==> config.mk <==
export PLATFORM = sky130hd
export DESIGN_NAME = data_bus_bridge
export DESIGN_NICKNAME = d
export VERILOG_FILES = /design/src/rtl/data_bus_bridge.sv
export SDC_FILE = /design/constraint.sdc
export NUM_CORES = 1
export LEC_CHECK = 0
export BUFFER_PORTS_ARGS = -buffer_cell sky130_fd_sc_hd__buf_2
export CAP_MARGIN = 10
export CORE_AREA = 5 5 155 157
export CTS_CLUSTER_DIAMETER = 60
export DETAILED_ROUTE_END_ITERATION = 10
export DIE_AREA = 0 0 160 162
export PLACE_DENSITY = 0.67
export SYNTH_ARGS = -nofsm -noshare
export SYNTH_HDL_FRONTEND = slang
export SYNTH_SLANG_ARGS = --single-unit
==> constraint.sdc <==
create_clock -name clock -period 3.8 [get_ports clock]
set_clock_uncertainty 0.05 [all_clocks]
set_input_delay 0.57 -clock clock [delete_from_list [all_inputs] [get_ports clock]]
set_output_delay 0.57 -clock clock [all_outputs]
set_load 0.1 [all_outputs]
==> src/rtl/data_bus_bridge.sv <==
// data_bus_bridge: splits the CPU data port into RAM and a 16-word IO page
// (TX FIFO, status, 2-word timer) and returns read data one cycle later.
module data_bus_bridge #(
  parameter int ADDR_SIZE  = 18,
  parameter int WORD_SIZE  = 18,
  parameter int FIFO_DEPTH = 8
) (
  input  logic                 clock,
  input  logic                 reset,
  input  logic [ADDR_SIZE-1:0] cpu_addr,
  input  logic                 cpu_write_enable,
  input  logic [WORD_SIZE-1:0] cpu_data_in,
  output logic [WORD_SIZE-1:0] cpu_data_out,
  output logic [ADDR_SIZE-1:0] ram_addr,
  output logic                 ram_write_enable,
  output logic [WORD_SIZE-1:0] ram_data_in,
  input  logic [WORD_SIZE-1:0] ram_data_out,
  output logic [WORD_SIZE-1:0] tx_data,
  output logic                 tx_valid,
  input  logic                 tx_ready
);

  localparam int PW = $clog2(FIFO_DEPTH);
  localparam int CW = PW + 1;
  localparam int TW = 2 * WORD_SIZE;

  logic                 w_io;
  logic [3:0]           w_off;
  logic                 w_wr;
  logic                 w_wr_tx;
  logic                 w_wr_st;
  logic                 w_wr_tm;
  logic                 w_rd_lo;
  logic                 w_full;
  logic                 w_empty;
  logic                 w_pop;
  logic                 w_push;
  logic                 w_ovf_set;
  logic [WORD_SIZE-1:0] w_status;
  logic [WORD_SIZE-1:0] w_rd_data;

  logic [WORD_SIZE-1:0] r_mem [FIFO_DEPTH];
  logic [PW-1:0]        r_wp;
  logic [PW-1:0]        r_rp;
  logic [CW-1:0]        r_cnt;
  logic                 r_ovf;
  logic [TW-1:0]        r_tmr;
  logic [WORD_SIZE-1:0] r_shadow;
  logic                 r_io_sel;
  logic [WORD_SIZE-1:0] r_io_data;

  // IO page is the top 16 words of the address space
  assign w_io  = &cpu_addr[ADDR_SIZE-1:4];
  assign w_off = cpu_addr[3:0];

  assign ram_addr         = cpu_addr;
  assign ram_data_in      = cpu_data_in;
  assign ram_write_enable = cpu_write_enable & ~w_io;
  assign cpu_data_out     = r_io_sel ? r_io_data : ram_data_out;

  assign w_wr    = w_io & cpu_write_enable;
  assign w_wr_tx = w_wr & (w_off == 4'd0);
  assign w_wr_st = w_wr & (w_off == 4'd1);
  assign w_wr_tm = w_wr & ((w_off == 4'd2) | (w_off == 4'd3));
  assign w_rd_lo = w_io & ~cpu_write_enable & (w_off == 4'd2);

  assign w_full    = (r_cnt == CW'(FIFO_DEPTH));
  assign w_empty   = (r_cnt == '0);
  assign tx_valid  = ~w_empty;
  assign tx_data   = r_mem[r_rp];
  assign w_pop     = tx_valid & tx_ready;
  // a pop in the same cycle frees the slot a full-FIFO push needs
  assign w_push    = w_wr_tx & (~w_full | w_pop);
  assign w_ovf_set = w_wr_tx & w_full & ~w_pop;

  always_comb begin
    w_status      = '0;
    w_status[0]   = w_full;
    w_status[1]   = w_empty;
    w_status[2]   = r_ovf;
    w_status[7:3] = 5'(r_cnt);
  end

  always_comb begin
    w_rd_data = '0;
    unique case (1'b1)
      w_off == 4'd1: w_rd_data = w_status;
      w_off == 4'd2: w_rd_data = r_tmr[WORD_SIZE-1:0];
      w_off == 4'd3: w_rd_data = r_shadow;
      default: ;
    endcase
  end

  always_ff @(posedge clock) begin
    if (reset && w_push) r_mem[r_wp] <= cpu_data_in;
  end

  always_ff @(posedge clock) begin
    if (!reset) begin
      r_wp      <= '0;
      r_rp      <= '0;
      r_cnt     <= '0;
      r_ovf     <= 1'b0;
      r_tmr     <= '0;
      r_shadow  <= '0;
      r_io_sel  <= 1'b0;
      r_io_data <= '0;
    end else begin
      r_io_sel  <= w_io;
      r_io_data <= w_rd_data;
      if (w_push) r_wp <= r_wp + 1'b1;
      if (w_pop) r_rp <= r_rp + 1'b1;
      case ({w_push, w_pop})
        2'b10:   r_cnt <= r_cnt + 1'b1;
        2'b01:   r_cnt <= r_cnt - 1'b1;
        default: ;
      endcase
      r_ovf <= w_ovf_set | (r_ovf & ~w_wr_st);
      r_tmr <= w_wr_tm ? '0 : r_tmr + 1'b1;
      if (w_rd_lo) r_shadow <= r_tmr[TW-1:WORD_SIZE];
    end
  end

endmodule

# ---- After elaboration in Yosys (flattened, before gate mapping)
# Memory sizes are Yosys's and may differ from the RTL's. A register that Yosys moved wholly into a read port is not among the register bits.
# Cells that the tools add are included.
dict set report word_totals {
  regBits 84
  ram_bits 144
  in_bits 58
  output_inout_bits 74
  memories 1
}
# name depth word_bits read_ports rd_ports_with_merged_regs wr line_no
set mem_list {}
lappend mem_list {r_mem 8 18 1 1 1 42} ;# logic [WORD_SIZE-1:0] r_mem [FIFO_DEPTH];
dict set report classes {
  n_addsub 5
  n_eq_ne 6
  muxes 7
  bitwise 22
  reduce_logical 6
}
# cell n
set op_table {}
lappend op_table {{case mux 18 bit (3 select lines)} 1}
lappend op_table {{adder 36 x 1 -> 36 bit, second input constant} 1}
lappend op_table {{2-to-1 mux 18 bit} 1}
lappend op_table {{AND reduction 14 bit} 1}
lappend op_table {{AND 1 bit} 12}
lappend op_table {{== test 4 x 2 -> 1 bit, second input constant} 2}
lappend op_table {{zero test 4 bit} 2}
lappend op_table {{case mux 4 bit (2 select lines)} 1}
lappend op_table {{inverter 1 bit} 7}
lappend op_table {{adder 3 x 1 -> 3 bit, second input constant} 2}
lappend op_table {{2-to-1 mux 3 bit} 2}
lappend op_table {{adder 4 x 1 -> 4 bit, second input constant} 1}
lappend op_table {{== test 4 x 1 -> 1 bit, second input constant} 1}
lappend op_table {{== test 4 bit, second input constant} 1}
lappend op_table {{subtractor 4 x 1 -> 4 bit, second input constant} 1}
lappend op_table {{bitwise OR 1 bit} 3}
lappend op_table {{== test 2 x 1 -> 1 bit, second input constant} 1}
lappend op_table {{== test 2 bit, second input constant} 1}
lappend op_table {{2-to-1 mux 1 bit} 2}
lappend op_table {{nonzero test 2 bit} 1}
lappend op_table {{OR reduction 2 bit} 1}
lappend op_table {{logical AND 1 bit} 1}

# ---- Logic depth before layout (Yosys ltp)
# Gate-level depths: netlist (run 1).
dict set report logic_depth {
  ltp_word 8
  depth_mapped 13
  mapped_depth_nobuf 12
}

# ---- Worst setup path after synthesis (run 1)
# No wires, ideal clock.
dict set report synth_timing {
  kind {in2reg}
  startpoint {input port cpu_addr[3]}
  endpoint {memory r_mem[0][0] (enable)}
  setup_ps 439
  t_arrival_ps 3088
  required_ps 3311
  setup_slack_ps 223
  cell_stages 4
  n_path_buf 0
  path_cell_list {nor2_1 -> o2111a_1 -> nand2_1 -> nor4_1}
}
dict set report synth_between {
  elab_chain_len 6
}
# element line_no
set synth_lines {}
lappend synth_lines {{start, declared} 10} ;# input logic [ADDR_SIZE-1:0] cpu_addr,
lappend synth_lines {{zero test 4 bit} 62} ;# assign w_wr_tx = w_wr & (w_off == 4'd0);
lappend synth_lines {{AND 1 bit} 62}
lappend synth_lines {{AND 1 bit} 73} ;# assign w_push = w_wr_tx & (~w_full | w_pop);
lappend synth_lines {{logical AND 1 bit} 95} ;# if (reset && w_push) r_mem[r_wp] <= cpu_data_in;
lappend synth_lines {{2-to-1 mux 1 bit} 95}
lappend synth_lines {{2-to-1 mux 1 bit (not written as such)} 95}
lappend synth_lines {{end, declared} 42}
# Every way passes these cells.

==> results.txt, run 1 <==
- Most used flip-flop cell after synthesis: sky130_fd_sc_hd__edfxtp_1
* Clock tree buffer depth: 3
- After routing the design area is 11400 sq um.
- Length in cells of the worst reg-to-reg path: 10
* Pwr per Cell Area: roughly 460 nW/um^2
* Clock root buffer: sky130_fd_sc_hd__clkbuf_16
* Post-cts resize count: 0
- Post-synthesis async set-or-reset flop share: 0%
* Actual slew at the worst max-slew pin: approximately 1 ns
- DRT iter0 DRCs: 460
* Antenna violations before repair: 0
* Die Footprint: ~26000 sq um
* Register bit count reported by yosys: 231
- For this design the static power due to leakage is around 3.8 nW.
- Met2 wirelength from detailed routing: 10900 um
- Via density: 5.47
- Entering global routing, the biggest net connects 37 pins.
- Worst slew margin: a little under a third
* Signed area change from the synthesized netlist to the final layout: 15.2%
- Traced cell by cell, the critical path runs through buf_4 > mux4_2 > mux2_2 > buf_2.
* Clock network fraction of total power: 42.6%
- The total overflow left after global routing is 0.
- Cell internal pwr: 4.05 mW
* Standard cell area after detailed placement: 10600 sq um
- Share of the clock period used by the worst path: approximately 85%
- Number of detailed-route iterations in the first pass: 5
* Io pins: 132
- Number of DRC violations after detailed routing: 0
* Cell count after synthesis: around 740
* Capture point of the worst reg-to-reg path: r_cnt[2]$_SDFFE_PN0P_
* CTS H-tree depth: 1
* Number of sinks driven by the clock tree: about 230
- Share of final-layout standard cells stronger than drive strength 1: between 30% and 40%
* Overall routing resource usage: 16.0%
- The worst register-to-register path has a setup slack of 1.03 ns.
- The filler cells instantiated in the layout total 1908.
- Result of the run: completed
* Sequential standard cell area: 6070 sq um
- The critical path is of the reg2out type.
- Delay contributed by the slowest stage of the critical path: 0.62 ns
- Max Clk Rate: 0.308 GHz
* Std-Cell Rows: 55
* Final Hold Vio Count: 0
* Total number of vias: 6238
* Starting density of the core: 44.1%
* Average cell area after synthesis: 13.4 sq um
- Sum of met3 wire segment lengths after detailed routing: 931 um
- Reported net switching power: 1.24 mW
- Counting instances, the worst hold path has a depth of 1.
- DR WL/cell: about 18 um
- Fraction of power consumed by sequential logic: 50.5%
- Setup repair after global routing left no endpoint under its margin.
- TritonCTS built the clock tree.
* Final net count: 900
* Highest net fanout along the worst path: 14
- The synthesized design contains around 140 enable-type register cells.
- The first global-routing pass estimated 33600 um of wire.
- Number of max-slew violations in the final report: 0
- At the end of routability-driven placement, the weighted congestion stood at around 0.81.
- # port buffers: 131
* Number of buffers inserted by hold repair at cts: 0
- In this run, the combinational gates consume 6.9% of the power.
* Met1 wire length: 8560 um
- The later pin in the worst-skew pair is clocked with a latency of 0.52 ns.
- The worst setup path is captured at an output port.
- Setup violations remaining at the end of the flow were counted as 0.
- Sequential elements use 61.4% of the synthesized area.
* Antenna cell count: 0
- The via count of the first global-routing pass came to ~6.3k.
* Die X-Extent: 160 um
* Distinct cell type count of the synthesized netlist: 47
- STA puts the critical path data required time at approximately 3.2 ns.
* Largest vdd supply drop: 308 uV
- STA classifies the critical path startpoint as a register.
- Counting I/O delays and the setup requirement, the final critical path takes roughly 3.2 ns.
* Tightest Hold Check Type: in2reg
- Counting both buffers and inverters, the worst setup path holds a total of 2.
* Post-synthesis net count: 801
- Post-CTS Setup Repair Bufs: 0
* Max-cap viol count: 0
- The path with the worst hold slack has its endpoint at r_mem[0][5]$_DFFE_PP_.
- Endpoint arrival time on the critical path: 2.63 ns
- Switch share: 23.4%
- The final layout contains routed wiring with a total length of 20900 um.
- In this design, the largest share of critical-path delay is due to multiplexers.
- Sum of negative setup slack: 0 ns
* Die extent in y: approximately 160 um
* Warning count from the yosys run: 0
* Synth Cell Area: 9870 sq um
- Sum of internal, switching and leakage power: 5.28 mW
- Min-Delay Startpoint: cpu_data_in[5]
- Number of routed nets with antenna violations: 0
- Clock-pin slew was measured on the worst setup and hold paths at 0.06 ns.
- Area occupied by multi-input gates: 3370 sq um
- Slowest cell on crit path: sky130_fd_sc_hd__dfxtp_2
* Detailed-placement wirelength estimate: 13900 um
- Number of buffers created by CTS: 25
- The highest layer touched by signal routing is met4.
- Origin of the critical flop-to-flop path: r_cnt[0]$_SDFFE_PN0P_
- The total area inside the core boundary comes to approximately 22000 sq um.
[power groups by stage]
stage | Sequential, mW | Combinational (mW) | Clock [mW]
finish | 2.67 | 0.364 | 2.25
global route | 2.67 | 0.381 | 2.41
global placement | 2.72 | 0.363 | 0
CTS | 2.67 | 0.366 | 2.30
detailed placement | 2.72 | 0.366 | 0
floorplan | 2.72 | 0.306 | 0
[metal layers]
layer | vias to the layer above | GRT usage (%)
met5 | - | 0
met1 | 3057 | 20.0
met4 | 0 | 4.38
met2 | 170 | 29.1
li1 | 2975 | -
met3 | 36 | 2.31
[area by class of cell]
type	count	share of cell area [%]
flip-flops and latches	231	53.3
multi-input cells	423	29.6
repair buffers	147	6.82
clock buffers	41	6.47
well taps	285	3.13
clock inverters	5	0.374
inverters	8	0.264
[worst max-delay path by stage]
stage,startpoint,end,slack [ns],cells past startpoint
after floorplan,cpu_addr[3],r_mem[0][0]$_DFFE_PP_,0.22,4
after global placement,cpu_addr[0],r_cnt[2]$_SDFFE_PN0P_,0.80,11
after detailed placement,cpu_addr[0],r_cnt[2]$_SDFFE_PN0P_,0.72,11
after CTS,register,tx_data[11],0.45,4
after global routing,register,tx_data[11],0.34,4
final,register,tx_data[17],0.55,4
[worst register-to-register path: cells and delay by family (launching register included)]
family,cells,cell delay (ns)
AND/OR/NAND/NOR,3,1.01
adder cells (fa/ha/maj),2,0.46
AO/OA/AOI/OAI,3,0.50
flip-flops,1,0.37
XOR/XNOR,2,0.32
[stage by stage]
stage	worst slack, ns	cells	hold slack (ns)	utilization (%)
floorplan	0.223	737	0.398	-
global placement	0.799	1094	0.410	47.4
detailed placement	0.717	1094	0.417	47.4
CTS	0.450	1140	0.269	50.9
global route	0.342	1140	0.291	50.9
finish	0.554	1140	0.296	50.9
[cells by family (layout without fill, tap and decap cells)]
kind of cell	Yosys count	after routing	share of synthesized area, %
multiplexers	93	93	14.5
AND/OR/NAND/NOR	202	202	11.0
XOR/XNOR	17	17	1.51
AO/OA/AOI/OAI	105	105	5.94
adder cells (fa/ha/maj)	6	6	0.760
flip-flops	231	231	61.4
buffers and inverters	83	201	4.93
[flip-flops by register name (all words and copies together) (netlist names), named ones only]
register / cells
r_rp: 3
r_cnt: 4
r_shadow: 18
r_ovf: 1
r_io_sel: 1
r_wp: 3
r_tmr: 36
r_io_data: 18
r_mem: 144
[cell usage in the layout (no fill, tap or decap), types with 25 or more instances in the layout]
cell,synthesis,final
sky130_fd_sc_hd__mux2_2,37,37
sky130_fd_sc_hd__o21ai_0,31,31
sky130_fd_sc_hd__nor2_1,50,49
sky130_fd_sc_hd__a21oi_1,53,53
sky130_fd_sc_hd__dfxtp_1,87,86
sky130_fd_sc_hd__edfxtp_1,144,144
sky130_fd_sc_hd__mux4_2,36,36
sky130_fd_sc_hd__nand2_1,26,26
sky130_fd_sc_hd__clkbuf_16,0,25
sky130_fd_sc_hd__buf_2,10,131
sky130_fd_sc_hd__nand3_1,38,38
[cell usage after synthesis (10+ instances only)]
| master | number | area share (%) |
|---|---|---|
| sky130_fd_sc_hd__a21oi_1 | 53 | 2.7 |
| sky130_fd_sc_hd__mux2i_1 | 20 | 2.0 |
| sky130_fd_sc_hd__nand3_1 | 38 | 1.9 |
| sky130_fd_sc_hd__nor2_1 | 50 | 1.9 |
| sky130_fd_sc_hd__or3_1 | 12 | 0.76 |
| sky130_fd_sc_hd__nand2_1 | 26 | 0.99 |
| sky130_fd_sc_hd__clkbuf_1 | 22 | 0.84 |
| sky130_fd_sc_hd__mux4_2 | 36 | 8.2 |
| sky130_fd_sc_hd__o31ai_1 | 13 | 0.99 |
| sky130_fd_sc_hd__or4_1 | 16 | 1.2 |
| sky130_fd_sc_hd__dfxtp_1 | 87 | 18 |
| sky130_fd_sc_hd__mux2_2 | 37 | 4.2 |
| sky130_fd_sc_hd__buf_2 | 10 | 0.51 |
| sky130_fd_sc_hd__o21ai_0 | 31 | 1.6 |
| sky130_fd_sc_hd__nand4_1 | 15 | 0.95 |
| sky130_fd_sc_hd__edfxtp_1 | 144 | 44 |
| sky130_fd_sc_hd__buf_4 | 37 | 2.8 |
(Power assumes the default switching activity.)
==> run 2, diff against run 1 <==
==> config.mk (replaced) <==
export PLATFORM = sky130hd
export DESIGN_NAME = data_bus_bridge
export DESIGN_NICKNAME = d
export VERILOG_FILES = /design/src/rtl/data_bus_bridge.sv
export SDC_FILE = /design/constraint.sdc
export NUM_CORES = 1
export LEC_CHECK = 0
export ABC_AREA = 1
export BUFFER_PORTS_ARGS = -buffer_cell sky130_fd_sc_hd__buf_2
export CAP_MARGIN = 10
export CORE_AREA = 5 5 157 159
export CTS_CLUSTER_DIAMETER = 60
export DETAILED_ROUTE_END_ITERATION = 10
export DIE_AREA = 0 0 162 164
export PLACE_DENSITY = 0.68
export SYNTH_ARGS = -nofsm -noshare
export SYNTH_HDL_FRONTEND = slang
export SYNTH_SLANG_ARGS = --single-unit
==> run 2 against run 1 <==
Against the previous run:
- via count grew 18%
- final cell count is 28% higher
- clock power down 8%
- non-clock buffer count shrank 1
- worst setup slack better by 0.062 ns
- critical endpoint is now tx_data[16]
==> results.txt, run 2 <==
- The worst setup path is captured at an output port.
- The tightest min-delay check is of the in2reg type.
- Detailed-placement wirelength estimate: 14700 um
* Most used flip-flop cell after synthesis: sky130_fd_sc_hd__edfxtp_1
* Via count of the first global-routing pass: approximately 7.2k
- In the final layout, flip-flops and latches occupy 6070 sq um.
* Flip-flop count of the largest register after layout: 144
* Most used cells in the layout excluding fill and tap cells: sky130_fd_sc_hd__nor2_1 (194), sky130_fd_sc_hd__nand2_1 (194), sky130_fd_sc_hd__edfxtp_1 (144), sky130_fd_sc_hd__buf_2 (131), sky130_fd_sc_hd__dfxtp_1 (85)
* Met1 track demand over resource in global routing: 22.6%
* Warning count from the yosys run: 0
- Leading post-synthesis cells by cell area: sky130_fd_sc_hd__edfxtp_1 (42%), sky130_fd_sc_hd__dfxtp_1 (17%), sky130_fd_sc_hd__nor2_1 (7.4%), sky130_fd_sc_hd__nand2_1 (7.1%), sky130_fd_sc_hd__o32ai_1 (3.1%)
- After floorplanning, the core was sized to cover ~23000 sq um.
- The finished layout holds around 1.5k standard cells, fillers aside.
- Final net count: 1212
* Sum of negative setup slack: 0 ns
- Dividing the detail-routed wire length by the instance count gives 15.5 um.
- RSZ-0062 raised after global routing: false
- Measured along the y axis, the die boundary spans 164 um.
* Number of buffers inserted by hold repair at cts: 0
* Filler instances: 2132
- Dpl cells: 1412
- Sequential share of the synthesized area: 59.4%
- Top Usage Layer GRT: met2
- Using the TritonRoute via totals, the vias-per-cell ratio works out to 5.06.
- Pin placement for this block handled 132 I/O pins.
* Highest net fanout along the worst path: 72
- Cells with a size suffix above 1 make up a little over a fifth of the layout.
- Once the floorplan was initialized, standard cells occupied around 44% of the core.
* Crit start category: register
- The detail route stage leaves a number of antenna-violating nets equal to 0.
* Post-synthesis async set-or-reset flop share: 0%
- GR met3 Demand/Resource: 2.48%
- Endpoint arrival time on the critical path: 2.56 ns
- The tool flagged a number of max-cap violations equal to 0.
- Buffers inserted during clock tree synthesis total 24.
- For flop-to-flop paths, the worst setup slack is ~1.5 ns.
* Number of max-slew violations in the final report: 0
- Final Hold Vio Count: 0
- In this run the static leakage power is 4.37 nW.
- After clock tree synthesis, the clock-pin slew on the worst setup and hold paths is approximately 0.060 ns.
* Cell count after synthesis: 1052
* Weighted congestion at the end of routability-driven global placement: 0.884
- More flip-flops sit in one register than any other, and that register is r_mem.
* Register bit count reported by yosys: 231
- Number of DRC violations after detailed routing: 0
- Overall routing resource usage: 16.8%
- Maximum number of pins on one net before global-route repair: 73
- The worst setup path is of the reg2out kind.
- Most common cell in the netlist: sky130_fd_sc_hd__nor2_1
- In this run the tool buffered the top-level ports with 131 buffer cells.
- Utilization after layout: 50.3%
* Die X-Extent: 162 um
- Setup violations remaining at the end of the flow were counted as 0.
* Signed area change from the synthesized netlist to the final layout: 13.7%
- The largest registers in the layout are r_mem: 144 flops, r_tmr: 36 flops.
- Clock tree buffer depth: 3
- Synthesis produced a netlist with a net count of 1116.
- At the pin with the least slew margin, the transition time is 1.03 ns.
* Min Tclk post-route: between 3 and 4 ns
- Summing every instance area after synthesis gives 10200 sq um.
* TritonCTS clock tree: built
* Area occupied by multi-input gates: approximately 3400 sq um
- Summed over its instances, the top area cell type makes up 42.3% of the synthesized netlist area.
- By count the netlist is led by sky130_fd_sc_hd__nor2_1 (202), sky130_fd_sc_hd__nand2_1 (194), sky130_fd_sc_hd__edfxtp_1 (144).
* Total overflow reported by the global router: 0
* Post-CTS Setup Repair Bufs: 0
- In this run the mean area of a mapped cell was 9.71 sq um.
- In this run the clock root is driven by a sky130_fd_sc_hd__clkbuf_16.
- Post-cts resize count: 0
- Clock latency on the worst-skew pair, taken at its later pin, is 0.51 ns.
* Antenna violations before repair: 0
- Met2 track utilization from global routing: 29.2%
- In the finished design, the share of the clock period the worst path needs comes to around 84%.
- Max Clk Rate: about 0.31 GHz
- Total routed wirelength: 22600 um
- Worst slew margin: a little under a third
- Largest vdd supply drop: 434 uV
- Critical path required time: 3.18 ns
- Number of sinks driven by the clock tree: 231
* Result of the run: completed
- Before antenna repair, the detailed router went through 5 iterations.
- Counting distinct cell types in the post-synthesis netlist gives 46.
* Total number of vias: 7358
- DRT iter0 DRCs: 575
- In this run the power density over the cells is ~630 nW/um^2.
- The initialized floorplan defines 56 standard-cell rows.
- CTS H-tree depth: 1
- The die covers 26600 sq um.
- sky130_fd_sc_hd__edfxtp_1 takes more of the synthesized area than any other cell.
- Yosys mapped a number of flops with a built-in enable equal to 144.
* First-pass GRT wire length: 36600 um
run 2: changes by cell type in the layout (fill, tap and decap cells not counted), moves of 20 or more:
cell and change:
sky130_fd_sc_hd__o32ai_1 +36, sky130_fd_sc_hd__inv_1 +61, sky130_fd_sc_hd__o21ai_0 +20, sky130_fd_sc_hd__nor2_1 +145, sky130_fd_sc_hd__nand2_1 +168, sky130_fd_sc_hd__mux2i_1 -20
sky130_fd_sc_hd__mux4_2 -36
run 2: cell families after synthesis:
| family | after synthesis | share of synthesized area [%] |
|---|---|---|
| mux | 18 | 1.98 |
| simple gates | 499 | 21.6 |
| compound gates | 139 | 8.26 |
| buf+inv | 150 | 7.26 |
| xor+xnor | 9 | 0.771 |
| flops | 231 | 59.4 |
| fa+ha+maj | 6 | 0.735 |
run 2: final cells by class:
cell class	instances	share of cell area, %
Antenna cell	1	0.0215
Clock inverter	12	0.624
Timing Repair Buffer	146	6.72
Clock buffer	30	5.36
Multi-Input combinational cell	671	29.5
Inverter	74	2.43
Sequential cell	231	52.2
Tap cell	290	3.12
run 2: per-stage QoR:
stage,power (mW),setup WS (ns),hold slack [ns],area (sq um)
2_1_floorplan,4.91,0.999,0.380,10200
3_3_place_gp,5.30,1.14,0.400,10900
3_5_place_dp,5.32,1.13,0.406,10900
4_1_cts,7.41,0.583,0.276,11600
5_1_grt,7.70,0.397,0.292,11600
6_report,7.34,0.615,0.295,11600
run 2: layer usage:
metal	vias to the layer above	wire (um)
li1	3712	-
met1	3432	10000
met2	187	11100
met3	27	1120
met4	0	359
met5	-	0
run 2: path summary, 6_finish.rpt:
path / from / endpoint / cells after the start
worst max-delay path: register / tx_data[16] / 6
worst min-delay path: cpu_data_in[13] / r_mem[2][13]$_DFFE_PP_ / 1
worst max register to register: r_cnt[1]$_SDFFE_PN0P_ / r_cnt[2]$_SDFFE_PN0P_ / 12
worst min register to register: r_ovf$_SDFF_PN0_ / r_ovf$_SDFF_PN0_ / 2
run 2: critical path, stage by stage, from the launching register on:
cell	delay (ns)
sky130_fd_sc_hd__dfxtp_2	0.34
sky130_fd_sc_hd__buf_4	0.58
sky130_fd_sc_hd__nor2_1	0.09
sky130_fd_sc_hd__o32ai_1	0.42
sky130_fd_sc_hd__nand2_1	0.12
sky130_fd_sc_hd__nand2_1	0.08
sky130_fd_sc_hd__buf_2	0.42
run 2: where the power goes:
part,total (mW),leakage (nW),internal [mW],switching [mW]
combinational,2.48,2.03,0.500,1.98
sequential,2.78,2.00,2.71,0.0746
clock,2.08,0.340,1.16,0.914
total,7.34,4.37,4.37,2.97
==> run 3, diff against run 2 <==
==> config.mk (replaced) <==
export PLATFORM = sky130hd
export DESIGN_NAME = data_bus_bridge
export DESIGN_NICKNAME = d
export VERILOG_FILES = /design/src/rtl/data_bus_bridge.sv
export SDC_FILE = /design/constraint.sdc
export NUM_CORES = 1
export LEC_CHECK = 0
export ABC_AREA = 0
export BUFFER_PORTS_ARGS = -buffer_cell sky130_fd_sc_hd__buf_2
export CAP_MARGIN = 10
export CORE_AREA = 5 5 155 157
export CTS_CLUSTER_DIAMETER = 60
export DETAILED_ROUTE_END_ITERATION = 10
export DIE_AREA = 0 0 160 162
export PLACE_DENSITY = 0.65
export SYNTH_ARGS = -nofsm -noshare
export SYNTH_HDL_FRONTEND = slang
export SYNTH_SLANG_ARGS = --single-unit
==> constraint.sdc (replaced) <==
create_clock -name clock -period 3.3 [get_ports clock]
set_clock_uncertainty 0.05 [all_clocks]
set_input_delay 0.495 -clock clock [delete_from_list [all_inputs] [get_ports clock]]
set_output_delay 0.495 -clock clock [all_outputs]
set_load 0.1 [all_outputs]
==> run 3 against run 2 <==
Against the previous run:
- clock-buffer cell count rose by 5
- routed wire length is 6.3% lower
- register-to-register slack worse by 1.0 ns
- largest power group unchanged
- global-route usage shrank 0.82 points
==> results.txt, run 3 (synthesized netlist as in run 1, its figures left out) <==
- The run finished with clean final reports.
- Weighted congestion at the end of routability-driven global placement: 0.854
* Buffers plus inverters on the worst setup path: 0
- Length in cells of the worst reg-to-reg path: 10
- The number of hold buffers added after CTS was 0.
- Along the worst path, the maximum fanout reaches 7.
- Including well taps, the total number of placed cells is approximately 1.1k.
- The register with the most flip-flops in the layout has 144 of them.
- The via count of the first global-routing pass came to 6219.
- The initial utilization of the core area, before any placement, comes to 44.1%.
* Overall routing resource usage: 16.0%
* Via density: 5.46
* Die extent in y: 162 um
- The worst register-to-register path ends at r_cnt[2]$_SDFFE_PN0P_.
- The layout has between 1.5k and 2k filler cells.
* Tightest Hold Check Type: in2reg
* Number of detailed-route iterations in the first pass: 4
- Tracing the worst setup path back leads to its startpoint at r_cnt[0]$_SDFFE_PN0P_.
- VDD sags by at most 280 uV.
* Number of max-slew violations in the final report: 0
- Fraction of power consumed by sequential logic: about 50%
* Actual slew at the worst max-slew pin: 0.729 ns
- Registers with the most flip-flops: r_mem: 144 flops, r_tmr: 36 flops
* Signed area change from the synthesized netlist to the final layout: 16.1%
- The die is approximately 160 um wide.
* Number of buffers created by CTS: 26
- Min-Delay Startpoint: cpu_data_in[14]
* Total setup violations reported at the end of the flow: 0
- Delay contributed by the slowest stage of the critical path: 0.46 ns
- Setup repair after global routing left no endpoint under its margin.
- The internal portion of the total power is 4.72 mW.
- First-pass GRT wire length: 33700 um
- Number of sinks driven by the clock tree: 231
* DRT iter0 DRCs: 316
- The core region is 22400 sq um.
* DR WL/cell: roughly 18 um
* Min Tclk post-route: between 2 and 3 ns
- In this run the tightest slew margin relative to its limit is 51.4%.
- The share of total power dissipated in the clock network is 43.5%.
- Switch share: 23.6%
- Number of DRC violations after detailed routing: 0
- Endpoint of the worst setup timing path: r_cnt[2]$_SDFFE_PN0P_
- Std-Cell Rows: between 50 and 60
- CTS H-tree depth: 1
- Before CTS, the worst setup slack after placement is 0.447 ns.
- List of cells traversed by the critical path: or3_1 > o2111a_1 > nand2_1 > ha_1 > xor2_1 > ha_1 > a21oi_1 > xor2_1 > or3_1 > a21oi_1
- Final net count: around 900
* Sum of negative setup slack: 0 ns
- Max Clk Rate: 0.353 GHz
- CP Depth: 10
- TritonCTS clock tree: built
- Area occupied by multi-input gates: between 3000 and 4000 sq um
- Total overflow reported by the global router: 0
- Detailed placement finished with a half-perimeter wire length of 13700 um.
- Final Instance Count excl. Fillers: 1146
- Leaving out fill and tap cells, the most frequent cells in the layout are sky130_fd_sc_hd__edfxtp_1 (144), sky130_fd_sc_hd__buf_2 (131), sky130_fd_sc_hd__dfxtp_1 (86), sky130_fd_sc_hd__a21oi_1 (53), sky130_fd_sc_hd__nor2_1 (49).
- After clock tree synthesis, the setup repair step added 0 buffers.
- Origin of the critical flop-to-flop path: r_cnt[0]$_SDFFE_PN0P_
* Final setup margin: about 0.47 ns
* Fraction of power consumed by combinational cells: under 10%
* Reported net switching power: 1.46 mW
- In this run the count of I/O pins placed on the die edge is 132.
* Max-cap viol count: 0
- Dominant delay contributor by cell family on the critical path: simple AND/OR/NAND/NOR gates
- Dividing the final minimum period by the clock period gives 85.8%.
- Maximum number of pins on one net before global-route repair: 37
- STA classifies the critical path endpoint as a register.
* Clock tree buffer depth: 3
- For the worst setup path, the data arrival time is roughly 3.2 ns.
- STA classifies the critical path startpoint as a register.
* Sequential standard cell area: ~6000 sq um
* Largest register by flop count: r_mem
- In this run the remaining antenna-violating nets after routing total 0.
* Post-cts resize count: 0
- At the worst endpoint, the required time is 3.68 ns.
- In this run the register-to-register setup slack is 0.47 ns.
- Antenna cell count: 0
* Total number of vias: 6261
- Most frequent standard cell in the layout excluding fill and tap cells: sky130_fd_sc_hd__edfxtp_1
- The later pin in the worst-skew pair is clocked with a latency of 0.51 ns.
- Static leakage: just under 4 nW
- During placement, the flow inserted port buffers numbering 131.
* Final Hold Vio Count: 0
* Slowest cell on crit path: sky130_fd_sc_hd__or3_1
* Clock root buffer: sky130_fd_sc_hd__clkbuf_16
- Die Footprint: 25900 sq um
* Clock transition time at the flip-flop clock pins of the worst setup and hold paths: approximately 0.06 ns
- Share of final-layout standard cells stronger than drive strength 1: 32.6%
* Pwr per Cell Area: between 500 and 600 nW/um^2
* Antenna violations before repair: 0
* Worst Path Class, Setup: reg2reg
* Total routed wirelength: 21100 um
-- run 3: changes by cell type in the layout (fill, tap and decap cells not counted), moves of 36 or more --
cell                      before  now
sky130_fd_sc_hd__mux4_2        0   36
sky130_fd_sc_hd__inv_1        69    8
sky130_fd_sc_hd__nor2_1      194   49
sky130_fd_sc_hd__nand2_1     194   26
sky130_fd_sc_hd__o32ai_1      36    0
-- run 3: power by group through the flow --
| stage | combinational (mW) | sequential (mW) | clock, mW |
|---|---|---|---|
| floorplan | 0.352 | 3.13 | 0 |
| global placement | 0.421 | 3.13 | 0 |
| detailed placement | 0.424 | 3.13 | 0 |
| CTS | 0.425 | 3.07 | 2.75 |
| global route | 0.440 | 3.07 | 2.88 |
| finish | 0.422 | 3.07 | 2.69 |
-- run 3: area by class of cell --
class                      count  area share, %
clock buffer                  35           6.51
clock inverter                13          0.633
inverter                       8          0.262
multi-input combinational    423           29.4
sequential                   231           53.0
tap                          285           3.11
timing repair buffer         151           7.14
-- run 3: worst min-delay path by stage --
stage                                    end  depth (start not counted)
global placement            r_ovf$_SDFF_PN0_                          2
global route          r_mem[5][14]$_DFFE_PP_                          1
detailed placement  r_shadow[4]$_SDFFE_PN0P_                          2
finish                r_mem[5][14]$_DFFE_PP_                          1
CTS                   r_mem[5][14]$_DFFE_PP_                          1
floorplan            r_io_data[2]$_SDFF_PN0_                          2
-- run 3: metrics by stage --
step / instance area (sq um) / util (%) / power, mW / hold slack (ns)
after floorplan: 9870 / - / 3.48 / 0.398
after CTS: 11500 / 51.2 / 6.24 / 0.203
after global routing: 11500 / 51.2 / 6.39 / 0.212
final: 11500 / 51.2 / 6.18 / 0.226
after detailed placement: 10600 / 47.6 / 3.56 / 0.417
after global placement: 10600 / 47.6 / 3.55 / 0.411
-- run 3: metal layers --
| metal | track usage (%) | routed length, um | up-vias |
|---|---|---|---|
| met5 | 0 | 0 | - |
| met4 | 4.22 | 454 | 0 |
| met3 | 2.64 | 1020 | 37 |
| met2 | 28.1 | 10700 | 162 |
| met1 | 20.9 | 8940 | 3069 |
| li1 | - | - | 2993 |
